===== src/rtl/rx_filter_pkg.sv =====
// Shared constants and state encoding for the receive FIR MAC scheduler.
package rx_filter_pkg;

    localparam int NTAPS     = 128;
    localparam int ADDR_W    = 7;
    localparam int DATA_W    = 16;
    localparam int ACC_W     = 40;
    localparam int OUT_SHIFT = 15;

    // Output clamp limits, at output width and at accumulator width.
    localparam int SAT_MAX_I = (2 ** (DATA_W - 1)) - 1;
    localparam int SAT_MIN_I = -(2 ** (DATA_W - 1));

    localparam logic signed [DATA_W-1:0] SAT_MAX     = DATA_W'(SAT_MAX_I);
    localparam logic signed [DATA_W-1:0] SAT_MIN     = DATA_W'(SAT_MIN_I);
    localparam logic signed [ACC_W-1:0]  SAT_MAX_ACC = ACC_W'(SAT_MAX_I);
    localparam logic signed [ACC_W-1:0]  SAT_MIN_ACC = ACC_W'(SAT_MIN_I);

    typedef enum logic [2:0] {
        IDLE  = 3'd0,
        WRITE = 3'd1,
        RUN   = 3'd2,
        DRAIN = 3'd3,
        DONE  = 3'd4
    } state_e;

endpackage


===== src/rtl/rx_fir_mac_scheduler_if.sv =====
// Sample stream, BRAM ports and result stream of the FIR MAC scheduler.
//
// Handshake: there is no ready. isample_valid is a one-cycle strobe; a
// sample offered while the scheduler is busy is discarded and reported by a
// one-cycle osample_drop pulse. ofiltered_valid is a one-cycle strobe and
// ofiltered_sample holds its value until the next strobe. Both BRAMs return
// read data one cycle after the address is presented.
interface rx_fir_mac_scheduler_if;
    import rx_filter_pkg::*;

    logic                     isample_valid;
    logic signed [DATA_W-1:0] isample;
    logic                     osample_we;
    logic [ADDR_W-1:0]        osample_wr_addr;
    logic signed [DATA_W-1:0] osample_wr_data;
    logic [ADDR_W-1:0]        osample_rd_addr;
    logic [ADDR_W-1:0]        ocoeff_rd_addr;
    logic signed [DATA_W-1:0] isample_rd;
    logic signed [DATA_W-1:0] icoeff_rd;
    logic signed [DATA_W-1:0] ofiltered_sample;
    logic                     ofiltered_valid;
    logic                     obusy;
    logic                     osample_drop;

    // Scheduler side.
    modport slave (
        input  isample_valid, isample, isample_rd, icoeff_rd,
        output osample_we, osample_wr_addr, osample_wr_data,
               osample_rd_addr, ocoeff_rd_addr,
               ofiltered_sample, ofiltered_valid, obusy, osample_drop
    );

    // Sample source / BRAM / consumer side.
    modport master (
        output isample_valid, isample, isample_rd, icoeff_rd,
        input  osample_we, osample_wr_addr, osample_wr_data,
               osample_rd_addr, ocoeff_rd_addr,
               ofiltered_sample, ofiltered_valid, obusy, osample_drop
    );

endinterface


===== src/rtl/rx_mac_accum_sat.sv =====
// Signed multiply-accumulate with clear, followed by shift and saturation.
// sat_next reflects the accumulator value being loaded at the coming edge,
// so the caller can capture the final result in the same cycle as the last
// product is added.
module rx_mac_accum_sat
    import rx_filter_pkg::*;
(
    input  logic                     clk,
    input  logic                     rst_n,
    input  logic                     clr,
    input  logic                     acc_en,
    input  logic signed [DATA_W-1:0] sample,
    input  logic signed [DATA_W-1:0] coeff,
    output logic signed [DATA_W-1:0] sat_next
);

    logic signed [2*DATA_W-1:0] prod;
    logic signed [ACC_W-1:0]    prod_ext;
    logic signed [ACC_W-1:0]    acc_q;
    logic signed [ACC_W-1:0]    acc_d;
    logic signed [ACC_W-1:0]    shifted;

    // Next accumulator value, then scale and clamp it to the output range.
    always_comb begin
        prod     = sample * coeff;
        prod_ext = {{(ACC_W - 2*DATA_W){prod[2*DATA_W-1]}}, prod};
        acc_d    = acc_q;
        if (clr) begin
            acc_d = '0;
        end else if (acc_en) begin
            acc_d = acc_q + prod_ext;
        end
        shifted = acc_d >>> OUT_SHIFT;
        if (shifted > SAT_MAX_ACC) begin
            sat_next = SAT_MAX;
        end else if (shifted < SAT_MIN_ACC) begin
            sat_next = SAT_MIN;
        end else begin
            sat_next = shifted[DATA_W-1:0];
        end
    end

    // Accumulator register.
    always_ff @(posedge clk) begin
        if (!rst_n) begin
            acc_q <= '0;
        end else begin
            acc_q <= acc_d;
        end
    end

endmodule


===== src/rtl/rx_fir_mac_scheduler.sv =====
// Time-multiplexed receive FIR: stores each accepted sample in a circular
// BRAM, sweeps all taps, and emits one saturated filtered sample.
module rx_fir_mac_scheduler
    import rx_filter_pkg::*;
(
    input  logic                  crx_clk,
    input  logic                  rrx_rst,
    input  logic                  erx_en,
    rx_fir_mac_scheduler_if.slave bus,
    output state_e                odbg_state
);

    state_e                   state_q, state_d;
    logic [ADDR_W-1:0]        wr_ptr_q, wr_ptr_d;
    logic [ADDR_W-1:0]        tap_q, tap_d;
    logic signed [DATA_W-1:0] sample_q, sample_d;
    logic signed [DATA_W-1:0] out_q, out_d;
    logic                     valid_q, valid_d;
    logic                     drop_q, drop_d;
    logic                     acc_clr;
    logic                     acc_en;
    logic signed [DATA_W-1:0] mac_sat;

    // Read data for tap k arrives while tap k+1 is addressed; the last one
    // arrives in DRAIN.
    assign acc_clr = (state_q == WRITE) || !erx_en;
    assign acc_en  = ((state_q == RUN) && (tap_q != '0)) || (state_q == DRAIN);

    rx_mac_accum_sat u_mac (
        .clk      (crx_clk),
        .rst_n    (rrx_rst),
        .clr      (acc_clr),
        .acc_en   (acc_en),
        .sample   (bus.isample_rd),
        .coeff    (bus.icoeff_rd),
        .sat_next (mac_sat)
    );

    // Next-state, pointer/tap sequencing and registered result/drop strobes.
    always_comb begin
        state_d  = state_q;
        wr_ptr_d = wr_ptr_q;
        tap_d    = tap_q;
        sample_d = sample_q;
        out_d    = out_q;
        valid_d  = 1'b0;
        drop_d   = 1'b0;
        case (state_q)
            IDLE: begin
                if (bus.isample_valid) begin
                    sample_d = bus.isample;
                    state_d  = WRITE;
                end
            end
            WRITE: begin
                tap_d   = '0;
                state_d = RUN;
            end
            RUN: begin
                tap_d = tap_q + 1'b1;
                if (tap_q == ADDR_W'(NTAPS - 1)) begin
                    state_d = DRAIN;
                end
            end
            DRAIN: begin
                out_d   = mac_sat;
                valid_d = 1'b1;
                state_d = DONE;
            end
            DONE: begin
                wr_ptr_d = wr_ptr_q + 1'b1;
                state_d  = IDLE;
            end
            default: state_d = IDLE;
        endcase
        if ((state_q != IDLE) && bus.isample_valid) begin
            drop_d = 1'b1;
        end
        // Disable aborts any sweep in flight and wins over a coincident sample.
        if (!erx_en) begin
            state_d  = IDLE;
            wr_ptr_d = '0;
            tap_d    = '0;
            sample_d = '0;
            out_d    = '0;
            valid_d  = 1'b0;
            drop_d   = 1'b0;
        end
    end

    // State and datapath registers with synchronous active-low reset.
    always_ff @(posedge crx_clk) begin
        if (!rrx_rst) begin
            state_q  <= IDLE;
            wr_ptr_q <= '0;
            tap_q    <= '0;
            sample_q <= '0;
            out_q    <= '0;
            valid_q  <= 1'b0;
            drop_q   <= 1'b0;
        end else begin
            state_q  <= state_d;
            wr_ptr_q <= wr_ptr_d;
            tap_q    <= tap_d;
            sample_q <= sample_d;
            out_q    <= out_d;
            valid_q  <= valid_d;
            drop_q   <= drop_d;
        end
    end

    // BRAM ports are driven only in their own phase and read zero elsewhere.
    always_comb begin
        bus.osample_we       = (state_q == WRITE);
        bus.osample_wr_addr  = (state_q == WRITE) ? wr_ptr_q : '0;
        bus.osample_wr_data  = (state_q == WRITE) ? sample_q : '0;
        bus.osample_rd_addr  = (state_q == RUN) ? (wr_ptr_q - tap_q) : '0;
        bus.ocoeff_rd_addr   = (state_q == RUN) ? tap_q : '0;
        bus.ofiltered_sample = out_q;
        bus.ofiltered_valid  = valid_q;
        bus.obusy            = (state_q != IDLE);
        bus.osample_drop     = drop_q;
        odbg_state           = state_q;
    end

endmodule


===== src/flat_wrapper.sv =====
// flat-port wrapper written by rule: the top's interface ports become plain ports
module rx_fir_mac_scheduler_flat import rx_filter_pkg::*;
  (crx_clk, rrx_rst, erx_en, odbg_state, bus_isample_valid, bus_isample, bus_isample_rd, bus_icoeff_rd, bus_osample_we, bus_osample_wr_addr, bus_osample_wr_data, bus_osample_rd_addr, bus_ocoeff_rd_addr, bus_ofiltered_sample, bus_ofiltered_valid, bus_obusy, bus_osample_drop);
  rx_fir_mac_scheduler_if bus_i ();
  input  logic crx_clk;
  input  logic rrx_rst;
  input  logic erx_en;
  output state_e odbg_state;
  input wire logic [$bits(bus_i.isample_valid)-1:0] bus_isample_valid;
  input wire logic [$bits(bus_i.isample)-1:0] bus_isample;
  input wire logic [$bits(bus_i.isample_rd)-1:0] bus_isample_rd;
  input wire logic [$bits(bus_i.icoeff_rd)-1:0] bus_icoeff_rd;
  output wire logic [$bits(bus_i.osample_we)-1:0] bus_osample_we;
  output wire logic [$bits(bus_i.osample_wr_addr)-1:0] bus_osample_wr_addr;
  output wire logic [$bits(bus_i.osample_wr_data)-1:0] bus_osample_wr_data;
  output wire logic [$bits(bus_i.osample_rd_addr)-1:0] bus_osample_rd_addr;
  output wire logic [$bits(bus_i.ocoeff_rd_addr)-1:0] bus_ocoeff_rd_addr;
  output wire logic [$bits(bus_i.ofiltered_sample)-1:0] bus_ofiltered_sample;
  output wire logic [$bits(bus_i.ofiltered_valid)-1:0] bus_ofiltered_valid;
  output wire logic [$bits(bus_i.obusy)-1:0] bus_obusy;
  output wire logic [$bits(bus_i.osample_drop)-1:0] bus_osample_drop;
  assign bus_i.isample_valid = bus_isample_valid;
  assign bus_i.isample = bus_isample;
  assign bus_i.isample_rd = bus_isample_rd;
  assign bus_i.icoeff_rd = bus_icoeff_rd;
  assign bus_osample_we = bus_i.osample_we;
  assign bus_osample_wr_addr = bus_i.osample_wr_addr;
  assign bus_osample_wr_data = bus_i.osample_wr_data;
  assign bus_osample_rd_addr = bus_i.osample_rd_addr;
  assign bus_ocoeff_rd_addr = bus_i.ocoeff_rd_addr;
  assign bus_ofiltered_sample = bus_i.ofiltered_sample;
  assign bus_ofiltered_valid = bus_i.ofiltered_valid;
  assign bus_obusy = bus_i.obusy;
  assign bus_osample_drop = bus_i.osample_drop;
  rx_fir_mac_scheduler u_core (.crx_clk(crx_clk), .rrx_rst(rrx_rst), .erx_en(erx_en), .bus(bus_i), .odbg_state(odbg_state));
endmodule

===== config.mk =====
export PLATFORM = sky130hd
export DESIGN_NAME = rx_fir_mac_scheduler_flat
export DESIGN_NICKNAME = d
export VERILOG_FILES = /design/src/rtl/rx_filter_pkg.sv /design/src/rtl/rx_fir_mac_scheduler_if.sv /design/src/rtl/rx_mac_accum_sat.sv /design/src/rtl/rx_fir_mac_scheduler.sv /design/src/flat_wrapper.sv
export SDC_FILE = /design/constraint.sdc
export NUM_CORES = 1
export LEC_CHECK = 0
export BUFFER_PORTS_ARGS = -buffer_cell sky130_fd_sc_hd__buf_2
export CELL_PAD_IN_SITES_DETAIL_PLACEMENT = 1
export CELL_PAD_IN_SITES_GLOBAL_PLACEMENT = 1
export CORE_MARGIN = 3
export CORE_UTILIZATION = 49
export CTS_BUF_LIST = sky130_fd_sc_hd__clkbuf_16
export DETAILED_ROUTE_END_ITERATION = 8
export PLACE_DENSITY_LB_ADDON = 0.1
export SYNTH_ARGS = -nofsm -noshare
export SYNTH_HDL_FRONTEND = slang
export SYNTH_SLANG_ARGS = --single-unit

===== constraint.sdc =====
create_clock -name crx_clk -period 10.3 [get_ports crx_clk]
set_clock_uncertainty 0.2 [all_clocks]
set_input_delay 2.06 -clock crx_clk [delete_from_list [all_inputs] [get_ports crx_clk]]
set_output_delay 2.06 -clock crx_clk [all_outputs]
set_load 0.03 [all_outputs]

==> impl_metrics.json, run 1 <==
{
  "timing.fmax_mhz": 104,
  "final_common_cell": "inv_1",
  "crit_required_ns": 10.30,
  "tightest_slew_ns": 0.988,
  "ctsResizeCount": 0,
  "grt_pass1_vias": 14100,
  "drt-initial-drc-count": 495,
  "cts_root_buffer": "clkbuf_16",
  "nFillCells": 4053,
  "end_kind": "register",
  "slowest_delay_ns": 0.84,
  "die_h_um": 191,
  "ys.flop_type": "dfxtp_1",
  "rsz0062_at_grt": "false",
  "arrival_ns": 9.62,
  "viasPerCell": 5.26,
  "path_cells": "buf_2 -> nand2_1 -> inv_1 -> fa_1 -> fa_1 -> inv_1 -> fa_1 -> fa_1 -> fa_1 -> fa_1 -> inv_1 -> ha_1 -> a21oi_1 -> o21ai_0 -> nor4_1 -> a211oi_1 -> a2111oi_0 -> a21oi_1 -> o41a_1 -> nor4_4 -> buf_4 -> o32ai_1",
  "yosys_register_bits": 91,
  "drc": 0,
  "worstSkewPairLatency_ns": 0.35,
  "maxSlewViolCount": 0,
  "cts_max_path_buffers": 2,
  "fin_tns_setup_ns": 0,
  "synth_top_area_share_pct": 39.6,
  "synthTopCellsByArea": "fa_1 40%, dfxtp_1 11%, inv_1 9.3%",
  "gp_congestion": 0.864,
  "path_common_cell": "fa_1",
  "num-nets-final": 2457,
  "slew_headroom_pct": 33.9,
  "layout-drive-gt1-share_pct": 8.09,
  "initial_core_util_pct": 49.8,
  "maxCapViolCount": 0,
  "first_pass_iters": 5,
  "grt_max_degree": 42,
  "setup-violations-final": 0,
  "clkSlewWorstSetupHoldPaths_ns": 0.06,
  "io_buffers": 111,
  "syn_nets": 2397,
  "placement_rows": 67,
  "grt.total_usage_pct": 25.5,
  "min_path_type": "reg2reg",
  "synth_seq_area_share_pct": 10.9,
  "cts.htree.levels": 3,
  "vias": 12600,
  "clock-sinks": 91,
  "cts_tree": "built",
  "boundaryPins": 112,
  "yosys.area.top_type": "fa_1",
  "numCtsBuffers": 9,
  "fp.dieW_um": 191,
  "grt_antenna_before_repair": 0,
  "synthArstFlopShare_pct": 0,
  "crit_fanout": 16,
  "final_cell_mix": "418 x inv_1, 331 x fa_1, 230 x nand2_1",
  "synth_cells": 1890,
  "report.final.hold_viol_count": 0,
  "startpoint_type": "input port",
  "hpwl_um": 37500,
  "wire_per_inst_um": 18.4,
  "grt_pass1_wl_um": 74300,
  "die_area_um2": 36400,
  "slowest_stage": "fa_1",
  "rrSetupSlack_ns": 3.55,
  "area_growth_pct": 6.68,
  "ant_nets": 0,
  "fin_crit_sh_pct": 93.4,
  "synth_edf_count": 0,
  "wirelength_um": 44100,
  "cts_setup_buffers": 0,
  "status": "completed",
  "postCtsHoldBufs": 0,
  "n_antenna_cell": 0,
  "avgSynthCellArea_um2": 8.85,
  "ys_warn_count": 0,
  "gr-total-overflow": 0,
  "ys_types": 80,
  "crit_type": "in2reg",
  "synth_area_um2": 16700,
  "min_period_ns": 9.62,
  "core_um2": 33600
}
cell usage after synthesis, types with 3 or more instances:
| cell | number |
|---|---|
| mux2i_1 | 8 |
| buf_6 | 7 |
| nand2_1 | 230 |
| nand4_1 | 4 |
| buf_2 | 4 |
| nor2_1 | 92 |
| inv_1 | 416 |
| o211ai_1 | 11 |
| dfxtp_1 | 91 |
| a211oi_1 | 9 |
| buf_1 | 3 |
| nor4_1 | 6 |
| ha_1 | 124 |
| a211o_1 | 3 |
| a21o_1 | 21 |
| or2b_1 | 5 |
| xor2_1 | 17 |
| nand2b_1 | 8 |
| o22ai_1 | 3 |
| clkbuf_1 | 52 |
| or3_1 | 4 |
| xnor2_1 | 32 |
| fa_1 | 331 |
| a31oi_1 | 7 |
| o21a_1 | 9 |
| and3_1 | 13 |
| o31ai_1 | 3 |
| and2_1 | 151 |
| nor3_1 | 9 |
| a21oi_1 | 79 |
| o32ai_1 | 13 |
| o21ai_0 | 37 |
| nand3_1 | 19 |
| or2_2 | 6 |
| o21bai_1 | 6 |
| nor3b_1 | 4 |
state kept, by name, indices dropped and copies added (netlist names):
name                         count
u_core.bus.ofiltered_sample     16
u_core.bus.ofiltered_valid       1
u_core.bus.osample_drop          1
u_core.odbg_state                3
u_core.sample_q                 16
u_core.tap_q                     7
u_core.u_mac.acc_q              40
u_core.wr_ptr_q                  7
stage by stage:
step           cell area (um^2)  cells  hold WS [ns]  util [%]  setup WS [ns]
2_1_floorplan             16700   1890         0.232         -           1.10
3_3_place_gp              17600   2387         0.237      52.3          0.617
3_5_place_dp              17600   2387         0.246      52.3          0.284
4_1_cts                   17800   2402         0.254      53.1          0.639
5_1_grt                   17800   2402         0.272      53.1          0.180
6_report                  17800   2402         0.254      53.1          0.683
critical path, delay by kind of cell:
family	cells	cell delay (ns)
AOI/OAI and AO/OA	7	1.61
adders and majority gates	7	4.22
buffers and inverters	5	0.92
and+or+nand+nor	3	0.79
area by class of cell:
class                   count  area [um^2]  area share (%)
multi-input cells        1311        13000            72.8
flip-flops and latches     91         1820            10.2
inverters                 416         1560            8.75
repair buffers            121          631            3.53
well taps                 448          561            3.14
clock buffers               9          225            1.26
clock inverters             6         50.0           0.280
worst paths after layout:
check                                                      to                               from  cells after the start
hold reg to reg              u_core.sample_q[12]$_SDFFE_PN0P_   u_core.sample_q[12]$_SDFFE_PN0P_                      2
setup reg to reg  u_core.bus.ofiltered_sample[3]$_SDFFE_PN0P_  u_core.u_mac.acc_q[15]$_SDFF_PN0_                     22
hold / removal               u_core.sample_q[12]$_SDFFE_PN0P_   u_core.sample_q[12]$_SDFFE_PN0P_                      2
setup / recovery  u_core.bus.ofiltered_sample[9]$_SDFFE_PN0P_                   bus_icoeff_rd[1]                     22
routing by layer:
metal | wire length (um) | share of wire, % | GRT usage [%]
met1 | 20400 | 46 | 35.6
met5 | 0 | 0 | 0
met3 | 1440 | 3.3 | 2.48
met4 | 449 | 1.0 | 3.92
met2 | 21800 | 50 | 44.0
cells by family after synthesis:
logic type / count (synthesis) / synth area share (%)
compound gates: 226 / 8.77
buf+inv: 488 / 11.5
xor+xnor: 49 / 2.56
mux: 9 / 0.568
fa+ha+maj: 455 / 48.9
flops: 91 / 10.9
simple gates: 572 / 16.8
Power of run 1 is not shown: default switching activity piles up to over one toggle a cycle in this logic, so the estimate is an artifact.
==> run 2, diff against run 1 <==
Settings changed: CORE_ASPECT_RATIO set to 1.5.
==> impl_metrics.json, run 2 (synthesis gave the netlist of run 1 again) <==
{
  "status": "completed",
  "wire_per_inst_um": 18.9,
  "final_cell_count_no_fill": 2375,
  "grt_pass1_wl_um": 75200,
  "startpoint_type": "input port",
  "placement_rows": 82,
  "fin_tns_setup_ns": 0,
  "slowest_stage": "fa_1",
  "viasPerCell": 5.35,
  "min_path_type": "reg2reg",
  "core_um2": 33500,
  "clock-sinks": 91,
  "dp.cells": 2360,
  "cts_tree": "built",
  "min_period_ns": 9.56,
  "layout-drive-gt1-share_pct": 8.34,
  "postCtsHoldBufs": 0,
  "drc": 0,
  "grt_max_degree": 38,
  "fin_crit_sh_pct": 92.8,
  "rsz0062_at_grt": "false",
  "grt_pass1_vias": 14600,
  "gp_congestion": 0.884,
  "largest_reg_flops": 40,
  "drt-initial-drc-count": 369,
  "end_kind": "register",
  "crit_required_ns": 10.33,
  "grt.total_usage_pct": 26.0,
  "cp_num_buf_inv": 5,
  "timing.fmax_mhz": 105,
  "area_growth_pct": 6.75,
  "maxSlewViolCount": 0,
  "slowest_delay_ns": 0.84,
  "path_cells": "buf_2 -> nand2_1 -> inv_1 -> fa_1 -> fa_1 -> inv_1 -> fa_1 -> fa_1 -> fa_1 -> fa_1 -> inv_1 -> ha_1 -> a21oi_1 -> o21ai_0 -> nor4_1 -> a211oi_1 -> a2111oi_0 -> a21oi_1 -> o41a_1 -> nor4_4 -> buf_4 -> o32ai_1",
  "clkSlewWorstSetupHoldPaths_ns": 0.07,
  "final_cell_mix": "416 x inv_1, 331 x fa_1, 230 x nand2_1",
  "vias": 12700,
  "first_pass_iters": 5,
  "initial_core_util_pct": 49.9,
  "grt_antenna_before_repair": 0,
  "num-nets-final": 2458,
  "fp.dieW_um": 157,
  "top_register": "u_core.u_mac.acc_q",
  "die_area_um2": 36400,
  "ff_latch_area_um2": 1820,
  "crit_fanout": 16,
  "cts.htree.levels": 3,
  "setup_ws_ns": 0.737,
  "hpwl_um": 38500,
  "numCtsBuffers": 9,
  "cts_max_path_buffers": 2,
  "crit_family": "adder cells",
  "crit_type": "in2reg",
  "wirelength_um": 44800,
  "dp_slack_ns": 0.406,
  "nFillCells": 4042,
  "maxCapViolCount": 0,
  "n_antenna_cell": 0,
  "die_h_um": 232,
  "arrival_ns": 9.59,
  "gr-total-overflow": 0,
  "path_common_cell": "fa_1",
  "cts_setup_buffers": 0,
  "io_buffers": 111,
  "slew_headroom_pct": 34.0,
  "setup-violations-final": 0,
  "final_common_cell": "inv_1",
  "holdWs_ns": 0.252,
  "boundaryPins": 112,
  "multi_input_comb_area_um2": 13000,
  "ctsResizeCount": 0,
  "ant_nets": 0,
  "report.final.hold_viol_count": 0,
  "worstSkewPairLatency_ns": 0.35,
  "tightest_slew_ns": 0.988,
  "cts_root_buffer": "clkbuf_16"
}
## run 2: through the flow
stage	util [%]	cell area (um^2)
5_1_grt	53.2	17900
4_1_cts	53.2	17900
2_1_floorplan	-	16700
3_3_place_gp	52.3	17500
3_5_place_dp	52.3	17500
6_report	53.2	17900
## run 2: layout make-up
class	count	area share, %
Tap cell	420	2.94
Multi-Input combinational cell	1311	72.8
Timing Repair Buffer	122	3.57
Clock buffer	9	1.26
Inverter	416	8.74
Sequential cell	91	10.2
Clock inverter	6	0.504
## run 2: per-layer routing
| layer | up-vias | global-route usage [%] | share of wire (%) |
|---|---|---|---|
| met5 | - | 0 | 0 |
| met4 | 0 | 8.29 | 2.9 |
| met3 | 66 | 2.16 | 2.1 |
| met2 | 176 | 50.1 | 56 |
| met1 | 6589 | 29.8 | 39 |
| li1 | 5885 | - | - |
## run 2: worst register-to-register path, delay by kind of cell, from the launching register on
| kind | cells | cell delay (ns) |
|---|---|---|
| fa+ha+maj | 6 | 2.90 |
| compound gates | 5 | 1.44 |
| buf+inv | 6 | 0.69 |
| flops | 1 | 0.31 |
| mux | 1 | 0.09 |
| xor+xnor | 1 | 0.18 |
| simple gates | 4 | 0.76 |
## run 2: path summary, 6_finish.rpt
path / start / cells past startpoint / slack (ns) / endpoint
worst max-delay path: bus_isample_rd[15] / 22 / 0.74 / u_core.bus.ofiltered_sample[4]$_SDFFE_PN0P_
worst min-delay path: u_core.sample_q[14]$_SDFFE_PN0P_ / 2 / 0.25 / u_core.sample_q[14]$_SDFFE_PN0P_
worst max register to register: u_core.u_mac.acc_q[15]$_SDFF_PN0_ / 23 / 3.60 / u_core.bus.ofiltered_sample[3]$_SDFFE_PN0P_
worst min register to register: u_core.sample_q[14]$_SDFFE_PN0P_ / 2 / 0.25 / u_core.sample_q[14]$_SDFFE_PN0P_
Power of run 2 is left out for the same reason.
